## src/rtl/instr_sequencer_if.sv

```systemverilog
`default_nettype none
// ============================================================================
// Module      : instr_sequencer_if
// Description : Control bundle between the Mini SRC sequencer and its datapath.
// Revision    : 1.0 - initial release
// ============================================================================
interface instr_sequencer_if;
    logic       run;
    logic [4:0] ir_opcode;
    logic       incPC, e_MAR, e_PC, e_IR, e_Y, e_Z, e_MDR, MDR_read, ram_read;
    logic       Gra, Grb, e_Rin, e_Rout, BAout, imm_sel;
    logic       link_we;
    logic [3:0] link_idx;
    logic [3:0] ALU_op;
    logic [4:0] BusDataSelect;
    logic       halted, illegal;
    logic [4:0] state_o;

    modport master (
        input  run, ir_opcode,
        output incPC, e_MAR, e_PC, e_IR, e_Y, e_Z, e_MDR, MDR_read, ram_read,
        output Gra, Grb, e_Rin, e_Rout, BAout, imm_sel, link_we, link_idx,
        output ALU_op, BusDataSelect, halted, illegal, state_o
    );

    modport slave (
        output run, ir_opcode,
        input  incPC, e_MAR, e_PC, e_IR, e_Y, e_Z, e_MDR, MDR_read, ram_read,
        input  Gra, Grb, e_Rin, e_Rout, BAout, imm_sel, link_we, link_idx,
        input  ALU_op, BusDataSelect, halted, illegal, state_o
    );
endinterface
`default_nettype wire

```

## src/rtl/instr_sequencer.sv

```systemverilog
`default_nettype none
// ============================================================================
// Module      : instr_sequencer
// Description : Hardwired Moore control unit sequencing fetch/decode/execute.
// Revision    : 1.0 - initial release
// ============================================================================
module instr_sequencer #(
    parameter int unsigned MEM_WAIT = 1,
    parameter int unsigned LINK_REG = 8,
    parameter logic [4:0]  OP_LD    = 5'b00000,
    parameter logic [4:0]  OP_LDI   = 5'b00001,
    parameter logic [4:0]  OP_JR    = 5'b10100,
    parameter logic [4:0]  OP_JAL   = 5'b10101,
    parameter logic [4:0]  OP_HALT  = 5'b11011
) (
    input  wire logic           clock,
    input  wire logic           clear,
    instr_sequencer_if.master   bus
);
    localparam int         c_CNT_W   = $clog2(MEM_WAIT + 1);
    localparam logic [3:0] c_ALU_ADD = 4'b0011;
    localparam logic [4:0] c_BS_ZLOW = 5'b10011;
    localparam logic [4:0] c_BS_PC   = 5'b10100;
    localparam logic [4:0] c_BS_MDR  = 5'b10101;

    typedef enum logic [4:0] {
        S_IDLE = 5'd0,  S_T0   = 5'd1,  S_T1  = 5'd2,  S_T2 = 5'd3,
        S_T3   = 5'd4,  S_DEC  = 5'd5,  S_A1  = 5'd6,  S_A2 = 5'd7,
        S_A3   = 5'd8,  S_M1   = 5'd9,  S_M2  = 5'd10, S_M3 = 5'd11,
        S_J1   = 5'd12, S_L1   = 5'd13, S_L2  = 5'd14, S_HALT = 5'd15,
        S_ILL  = 5'd16
    } state_t;

    state_t               r_state, w_next;
    logic [c_CNT_W-1:0]   r_wait, w_wait_next;
    logic                 r_is_ld, w_is_ld_next;

    always_ff @(posedge clock) begin
        if (clear) begin
            r_state <= S_IDLE;
            r_wait  <= '0;
            r_is_ld <= 1'b0;
        end else begin
            r_state <= w_next;
            r_wait  <= w_wait_next;
            r_is_ld <= w_is_ld_next;
        end
    end

    assign bus.link_idx = 4'(LINK_REG);
    assign bus.state_o  = r_state;

    always_comb begin
        w_next            = r_state;
        w_wait_next       = r_wait;
        w_is_ld_next      = r_is_ld;
        bus.incPC         = 1'b0;
        bus.e_MAR         = 1'b0;
        bus.e_PC          = 1'b0;
        bus.e_IR          = 1'b0;
        bus.e_Y           = 1'b0;
        bus.e_Z           = 1'b0;
        bus.e_MDR         = 1'b0;
        bus.MDR_read      = 1'b0;
        bus.ram_read      = 1'b0;
        bus.Gra           = 1'b0;
        bus.Grb           = 1'b0;
        bus.e_Rin         = 1'b0;
        bus.e_Rout        = 1'b0;
        bus.BAout         = 1'b0;
        bus.imm_sel       = 1'b0;
        bus.link_we       = 1'b0;
        bus.ALU_op        = 4'b0000;
        bus.BusDataSelect = 5'b00000;
        bus.halted        = 1'b0;
        bus.illegal       = 1'b0;

        case (r_state)
            S_IDLE: if (bus.run) w_next = S_T0;
            S_T0: begin
                bus.BusDataSelect = c_BS_PC;
                bus.e_MAR         = 1'b1;
                bus.incPC         = 1'b1;
                w_wait_next       = c_CNT_W'(MEM_WAIT);
                w_next            = S_T1;
            end
            // The counter is reloaded on entry, so T1 and M1 each last MEM_WAIT cycles.
            S_T1, S_M1: begin
                bus.ram_read = 1'b1;
                if (r_wait > c_CNT_W'(1)) w_wait_next = r_wait - c_CNT_W'(1);
                else                      w_next      = (r_state == S_T1) ? S_T2 : S_M2;
            end
            S_T2, S_M2: begin
                bus.MDR_read = 1'b1;
                bus.e_MDR    = 1'b1;
                w_next       = (r_state == S_T2) ? S_T3 : S_M3;
            end
            S_T3: begin
                bus.BusDataSelect = c_BS_MDR;
                bus.e_IR          = 1'b1;
                w_next            = S_DEC;
            end
            S_DEC: begin
                w_is_ld_next = (bus.ir_opcode == OP_LD);
                if (bus.ir_opcode == OP_LD || bus.ir_opcode == OP_LDI) w_next = S_A1;
                else if (bus.ir_opcode == OP_JR)                       w_next = S_J1;
                else if (bus.ir_opcode == OP_JAL)                      w_next = S_L1;
                else if (bus.ir_opcode == OP_HALT)                     w_next = S_HALT;
                else                                                   w_next = S_ILL;
            end
            S_A1: begin
                bus.Grb   = 1'b1;
                bus.BAout = 1'b1;
                bus.e_Y   = 1'b1;
                w_next    = S_A2;
            end
            S_A2: begin
                bus.imm_sel = 1'b1;
                bus.ALU_op  = c_ALU_ADD;
                bus.e_Z     = 1'b1;
                w_next      = S_A3;
            end
            S_A3: begin
                bus.BusDataSelect = c_BS_ZLOW;
                if (r_is_ld) begin
                    bus.e_MAR   = 1'b1;
                    w_wait_next = c_CNT_W'(MEM_WAIT);
                    w_next      = S_M1;
                end else begin
                    bus.Gra   = 1'b1;
                    bus.e_Rin = 1'b1;
                    w_next    = S_T0;
                end
            end
            S_M3: begin
                bus.BusDataSelect = c_BS_MDR;
                bus.Gra           = 1'b1;
                bus.e_Rin         = 1'b1;
                w_next            = S_T0;
            end
            // L1 writes the link before L2 reads Ra, so jal through LINK_REG jumps to the link.
            S_L1: begin
                bus.BusDataSelect = c_BS_PC;
                bus.link_we       = 1'b1;
                w_next            = S_L2;
            end
            S_J1, S_L2: begin
                bus.Gra    = 1'b1;
                bus.e_Rout = 1'b1;
                bus.e_PC   = 1'b1;
                w_next     = S_T0;
            end
            S_HALT: bus.halted  = 1'b1;
            S_ILL:  bus.illegal = 1'b1;
            default: w_next = S_IDLE;
        endcase
    end
endmodule
`default_nettype wire

```

## src/flat_wrapper.sv

```systemverilog
// flat-port wrapper written by rule: the top's interface ports become plain ports
module instr_sequencer_flat 
#(
    parameter int unsigned MEM_WAIT = 1,
    parameter int unsigned LINK_REG = 8,
    parameter logic [4:0]  OP_LD    = 5'b00000,
    parameter logic [4:0]  OP_LDI   = 5'b00001,
    parameter logic [4:0]  OP_JR    = 5'b10100,
    parameter logic [4:0]  OP_JAL   = 5'b10101,
    parameter logic [4:0]  OP_HALT  = 5'b11011
)
  (clock, clear, bus_run, bus_ir_opcode, bus_incPC, bus_e_MAR, bus_e_PC, bus_e_IR, bus_e_Y, bus_e_Z, bus_e_MDR, bus_MDR_read, bus_ram_read, bus_Gra, bus_Grb, bus_e_Rin, bus_e_Rout, bus_BAout, bus_imm_sel, bus_link_we, bus_link_idx, bus_ALU_op, bus_BusDataSelect, bus_halted, bus_illegal, bus_state_o);
  instr_sequencer_if bus_i ();
  input  wire logic clock;
  input  wire logic clear;
  input wire logic [$bits(bus_i.run)-1:0] bus_run;
  input wire logic [$bits(bus_i.ir_opcode)-1:0] bus_ir_opcode;
  output wire logic [$bits(bus_i.incPC)-1:0] bus_incPC;
  output wire logic [$bits(bus_i.e_MAR)-1:0] bus_e_MAR;
  output wire logic [$bits(bus_i.e_PC)-1:0] bus_e_PC;
  output wire logic [$bits(bus_i.e_IR)-1:0] bus_e_IR;
  output wire logic [$bits(bus_i.e_Y)-1:0] bus_e_Y;
  output wire logic [$bits(bus_i.e_Z)-1:0] bus_e_Z;
  output wire logic [$bits(bus_i.e_MDR)-1:0] bus_e_MDR;
  output wire logic [$bits(bus_i.MDR_read)-1:0] bus_MDR_read;
  output wire logic [$bits(bus_i.ram_read)-1:0] bus_ram_read;
  output wire logic [$bits(bus_i.Gra)-1:0] bus_Gra;
  output wire logic [$bits(bus_i.Grb)-1:0] bus_Grb;
  output wire logic [$bits(bus_i.e_Rin)-1:0] bus_e_Rin;
  output wire logic [$bits(bus_i.e_Rout)-1:0] bus_e_Rout;
  output wire logic [$bits(bus_i.BAout)-1:0] bus_BAout;
  output wire logic [$bits(bus_i.imm_sel)-1:0] bus_imm_sel;
  output wire logic [$bits(bus_i.link_we)-1:0] bus_link_we;
  output wire logic [$bits(bus_i.link_idx)-1:0] bus_link_idx;
  output wire logic [$bits(bus_i.ALU_op)-1:0] bus_ALU_op;
  output wire logic [$bits(bus_i.BusDataSelect)-1:0] bus_BusDataSelect;
  output wire logic [$bits(bus_i.halted)-1:0] bus_halted;
  output wire logic [$bits(bus_i.illegal)-1:0] bus_illegal;
  output wire logic [$bits(bus_i.state_o)-1:0] bus_state_o;
  assign bus_i.run = bus_run;
  assign bus_i.ir_opcode = bus_ir_opcode;
  assign bus_incPC = bus_i.incPC;
  assign bus_e_MAR = bus_i.e_MAR;
  assign bus_e_PC = bus_i.e_PC;
  assign bus_e_IR = bus_i.e_IR;
  assign bus_e_Y = bus_i.e_Y;
  assign bus_e_Z = bus_i.e_Z;
  assign bus_e_MDR = bus_i.e_MDR;
  assign bus_MDR_read = bus_i.MDR_read;
  assign bus_ram_read = bus_i.ram_read;
  assign bus_Gra = bus_i.Gra;
  assign bus_Grb = bus_i.Grb;
  assign bus_e_Rin = bus_i.e_Rin;
  assign bus_e_Rout = bus_i.e_Rout;
  assign bus_BAout = bus_i.BAout;
  assign bus_imm_sel = bus_i.imm_sel;
  assign bus_link_we = bus_i.link_we;
  assign bus_link_idx = bus_i.link_idx;
  assign bus_ALU_op = bus_i.ALU_op;
  assign bus_BusDataSelect = bus_i.BusDataSelect;
  assign bus_halted = bus_i.halted;
  assign bus_illegal = bus_i.illegal;
  assign bus_state_o = bus_i.state_o;
  instr_sequencer #(.MEM_WAIT(MEM_WAIT), .LINK_REG(LINK_REG), .OP_LD(OP_LD), .OP_LDI(OP_LDI), .OP_JR(OP_JR), .OP_JAL(OP_JAL), .OP_HALT(OP_HALT)) u_core (.clock(clock), .clear(clear), .bus(bus_i));
endmodule
```

## config.mk

```make
export PLATFORM = sky130hd
export DESIGN_NAME = instr_sequencer_flat
export DESIGN_NICKNAME = d
export VERILOG_FILES = /design/src/rtl/instr_sequencer_if.sv /design/src/rtl/instr_sequencer.sv /design/src/flat_wrapper.sv
export SDC_FILE = /design/constraint.sdc
export NUM_CORES = 1
export LEC_CHECK = 0
export CORE_UTILIZATION = 33
export DETAILED_ROUTE_END_ITERATION = 7
export PLACE_DENSITY = 0.76
export SLEW_MARGIN = 10
export SYNTH_ARGS = -nofsm -noshare
export SYNTH_HDL_FRONTEND = slang
export SYNTH_SLANG_ARGS = --single-unit
export TNS_END_PERCENT = 100
```

## constraint.sdc

```tcl
create_clock -name clock -period 1.5 [get_ports clock]
set_input_delay 0.375 -clock clock [delete_from_list [all_inputs] [get_ports clock]]
set_output_delay 0.375 -clock clock [all_outputs]
set_load 0.02 [all_outputs]
```

* After elaboration in Yosys (flattened, before gate mapping)
Cells that the tools add are included.
Storage, ports and cells: register bits 7, bits of input ports 8, output and inout port bits 36, logic and storage cells 73
Operators by class: $add $sub $neg 1, magnitude comparators 1, eq/ne operators 24, mux-type cells 30, bitwise operators 1, reductions and logical operators 13
Operators with widths (count):
- 5-bit one-hot mux with 12 select lines | 1
- 5-bit by 4-bit == test with 1-bit output (second input constant) | 8
- 5-bit 2-to-1 mux | 6
- 5-bit by 3-bit == test with 1-bit output (second input constant) | 4
- 5-bit == test (second input constant) | 4
- 5-bit one-hot mux with 3 select lines | 1
- 1-bit 2-to-1 mux | 14
- 4-bit 2-to-1 mux | 3
- 2-bit OR reduction | 6
- 5-bit by 1-bit == test with 1-bit output (second input constant) | 2
- 5-bit by 2-bit == test with 1-bit output (second input constant) | 2
- 5-bit logical NOT | 2
- 1-bit one-hot mux with 2 select lines | 3
- 3-bit AND reduction | 2
- 2-bit by 1-bit inequality test with 1-bit output (second input constant) | 2
- 2-bit inequality test (second input constant) | 2
- 1-bit one-hot mux with 3 select lines | 1
- 3-bit nonzero test | 1
- 3-bit OR reduction | 1
- 2-bit 2-to-1 mux | 1
- 1-bit > comparator (second input constant) | 1
- 1-bit logical OR | 1
- 1-bit inverter | 1
- 1-bit subtractor (second input constant) | 1

* Longest topological paths before layout
word-level depth 6, gate-level depth with buffers 6, mapped depth without buffers 4

* Worst setup path before layout
No wires, ideal clock.
path type flip-flop to output port, start point reg u_core.r_state[2], in the netlist u_core.bus.state_o[2], end point out bus_Grb, data arrival time 2.003 ns, data required time 1.125 ns, slack -0.878 ns, cell stages (with the launch flop) 5, path buffers 2, path through dfxtp_1 > clkbuf_1 > nand2_1 > nor4_1 > buf_4
On the way: longest elaborated chain between the ends 2
Ends and longest elaborated chain:
- start: declaration | line instr_sequencer.sv:34 | state_t r_state, w_next;
- start signal: assignment | line instr_sequencer.sv:44 | r_state <= w_next;
- 5-bit by 3-bit == test with 1-bit output
- 1-bit 2-to-1 mux
- end: declaration | line flat_wrapper.sv:28 | output wire logic [$bits(bus_i.Grb)-1:0] bus_Grb;
Every way passes these cells.

* Worst setup path after layout
start point reg u_core.r_state[0], in the netlist u_core.bus.state_o[0], end point out bus_BusDataSelect[4]
On the way: longest elaborated chain between the ends 3, elaborated cells between the ends (all ways) 8, those cells by class eq/ne (5); mux (1); reduce/logical (2)
Ends and longest elaborated chain:
- 5-bit by 4-bit == test with 1-bit output (tied with other cells) | line instr_sequencer.sv:78 | case (r_state)
- 2-bit OR reduction (no line)
- 5-bit one-hot mux with 3 select lines (*) | line instr_sequencer.sv:78
- end: declaration | line flat_wrapper.sv:36 | output wire logic [$bits(bus_i.BusDataSelect)-1:0] bus_BusDataSelect;
Mark *: on every way between the ends. The rest lies on a longest branch, timed or not.

==> results.py <==
metrics = {
    "power_and_ir_drop": {
        "clockPowerShare_pct": 14.1,
        "power.share.sequential_pct": 19.2,
        "combinationalPowerShare_pct": 66.7,
        "peakVddDrop_mv": 0.5678,
        "p_leak_nw": 0.7118,
        "power.switching_uw": 463.2,
        "sw_frac_of_total_pct": 41.94,
        "internal-power_uw": 641.3,
        "fin_total_pwr_mw": 1.104,
        "power_per_cell_area_nw_per_um2": 697.2,
    },
    "clock_network": {
        "numCtsBuffers": 3,
        "numClockSinks": 6,
        "cts_tree": "done",
        "clock_path_buffers": 2,
        "cts_root_buffer": "clkbuf_4",
        "clkTransAtPathRegs_ns": 0.04,
        "postCtsHoldBufs": 0,
        "htree_levels": 1,
        "worstSkewPairLatency_ns": 0.26,
    },
    "layout": {
        "antenna_cells": 0,
        "drive_above_1_share_pct": 64.88,
        "area_growth_pct": 124.1,
        "stdcell_area_um2": 1584,
        "fin_nets": 178,
        "fin_util_pct": 79.92,
        "layout.cells.non_filler": 195,
    },
    "sta": {
        "rsz0062_at_grt": "yes",
        "timing.final.hold_violations": 0,
        "finClkSkew_ns": 0.002831,
        "max_freq_mhz": 539.4,
        "finalCriticalPeriod_ns": 1.854,
        "report.final.slew_viol_count": 0,
        "finalSetupViolations": 26,
        "setup_ws_ns": -0.3538,
        "fin_setup_tns_ns": -5.267,
        "fin_crit_sh_pct": 123.6,
        "whs_ns": 0.5341,
    },
    "synthesis": {
        "async_flop_share_pct": 0,
        "synth_top_area_cell": "dfxtp_1",
        "synth_most_common_cell": "buf_4",
        "yosys_most_used_dff": "dfxtp_1",
        "syn_area_per_cell_um2": 6.669,
        "synth-seq-cells": 6,
        "synth_cells": 106,
        "syn_area_um2": 706.9,
        "ys_types": 36,
        "ys_warn_count": 0,
        "yosys-top-cells-area": "dfxtp_1, buf_4, nand2_1, o21ai_0, nor4_1",
        "seq_area_frac_synth_pct": 16.99,
        "synth-edff-count": 0,
        "synth_top_area_share_pct": 16.99,
        "synth_common_cells": "buf_4, nand2_1, nor2_1, o21ai_0, dfxtp_1",
    },
    "worst_setup_path": {
        "crit_type": "register to primary output",
        "cp_cell_sequence": "nand4b_1, o21ai_1, o21a_2, or2_4, buf_6",
        "critPathArrivalTime_ns": 1.48,
        "regToRegEndpoint": "u_core.r_is_ld",
        "cp-startpoint": "u_core.bus.state_o[0]",
        "cp.required_ns": 1.12,
        "r2r-start": "u_core.bus.state_o[4]",
        "cp-end-kind": "primary output",
        "cp-endpoint": "bus_BusDataSelect[4]",
        "critPathTopFamily": "simple AND/OR/NAND/NOR gates",
        "crit_cells": 5,
        "path_max_fanout": 9,
        "ff2ff_path_depth": 6,
        "cp_slowest_cell": "dfxtp_4",
        "critPathLaunchType": "register",
        "ff2ff_setup_slack_ns": 0,
        "max_stage_delay_ns": 0.37,
        "crit_buf_inv": 1,
    },
    "global_routing": {
        "grt_pass1_wl_um": 4043,
        "first_global_vias": 948,
        "grt_overflow_total": 0,
        "grt_max_degree": 12,
        "track_usage_pct": 25.84,
        "grt_antenna_before_repair": 0,
    },
    "place": {
        "dp_slack_ns": -0.5518,
        "place_congestion": 0.8474,
        "post-dp-hpwl_um": 1882,
        "port-buffer-count": 36,
        "dpl-instance-area_um2": 1391,
        "placed_cells": 185,
    },
    "die": {
        "die_h_um": 48.29,
        "die_w_um": 48.29,
        "num_rows": 16,
        "io_pins": 44,
        "initial_core_util_pct": 35.67,
        "coreArea_um2": 1982,
        "fp.dieArea_um2": 2331,
    },
    "route": {
        "drc": 0,
        "first_iter_violations": 7,
        "routed_wl_um": 2739,
        "vias": 998,
        "detail_route.wl_per_cell_um": 14.05,
        "avgViaCountPerCell": 5.118,
        "first_pass_iters": 4,
        "ant_nets": 0,
    },
    "worst_hold_path": {
        "min_path_type": "input port to register",
        "min_from": "bus_ir_opcode[2]",
    },
    "flow_run": {
        "drv_cap": 0,
    },
    "status": {
        "violations": "setup timing",
        "outcome": "finished, violations left",
    },
}
[kinds of logic after synthesis]
group | count (synthesis) | synth area share [%]
compound gates | 23 | 19.82
xor+xnor | 2 | 2.478
buf+inv | 24 | 20.53
other cells | 2 | 1.062
simple gates | 49 | 39.12
flops | 6 | 16.99
[per-layer routing]
| metal | vias up | wire [um] | global-route usage [%] |
|---|---|---|---|
| met4 | 0 | 42 | 11.11 |
| met1 | 486 | 984 | 23.94 |
| met2 | 33 | 1624 | 53.07 |
| li1 | 474 | - | - |
| met3 | 5 | 88 | 4.815 |
| met5 | - | 0 | 0 |
[cell type report]
| cell class | count | area, um2 |
|---|---|---|
| repair buffers | 75 | 690.7 |
| inverters | 3 | 11.26 |
| clock buffers | 3 | 22.52 |
| fillers | 121 | 397.9 |
| well taps | 27 | 33.78 |
| flip-flops and latches | 6 | 136.4 |
| multi-input cells | 81 | 689.4 |
[flip-flops by register name, indices dropped and copies added, names as in the netlist]
signal and count:
u_core.bus.state_o 5, u_core.r_is_ld 1
[power groups by stage]
stage | Combinational (mW) | Sequential (mW) | Clock [mW]
4_1_cts | 0.715 | 0.211 | 0.155
2_1_floorplan | 0.394 | 0.222 | 0
3_3_place_gp | 0.600 | 0.208 | 0
5_1_grt | 0.785 | 0.217 | 0.183
3_5_place_dp | 0.611 | 0.211 | 0
6_report | 0.736 | 0.212 | 0.156
[worst min path at each step]
stage / end / slack (ns) / cells past startpoint
final: u_core.r_is_ld / 0.53 / 4
after floorplan: u_core.r_is_ld / 0.44 / 1
after global routing: u_core.r_is_ld / 0.54 / 4
after detailed placement: u_core.r_is_ld / 0.62 / 3
after global placement: u_core.r_is_ld / 0.60 / 3
after CTS: u_core.r_is_ld / 0.53 / 4
[timing repair]
action                                  CTS  global route
buffers inserted                          8             2
resized for setup                       183            10
pin swaps                                11             6
endpoints found under the setup margin   35            33
[placed cells by master (no fill, tap or decap), types with 3 or more instances in the layout]
cell             instances
clkbuf_4                 3
inv_1                    3
nor3_4                   3
nor2_1                   4
buf_4                   35
buf_6                   27
clkdlybuf4s50_1          3
conb_1                   7
clkdlybuf4s15_1          3
o21ai_0                  5
a21oi_1                  4
dfxtp_4                  4
nand2_1                  7
nor3b_1                  3
nor4_4                   4
[worst reg2reg max path, stage by stage (launching register included)]
cell	delay [ns]
dfxtp_2	0.33
buf_6	0.13
nor2_2	0.10
nand2_2	0.11
buf_4	0.16
or4_4	0.48
a21oi_2	0.13
(Power assumes the default switching activity.)
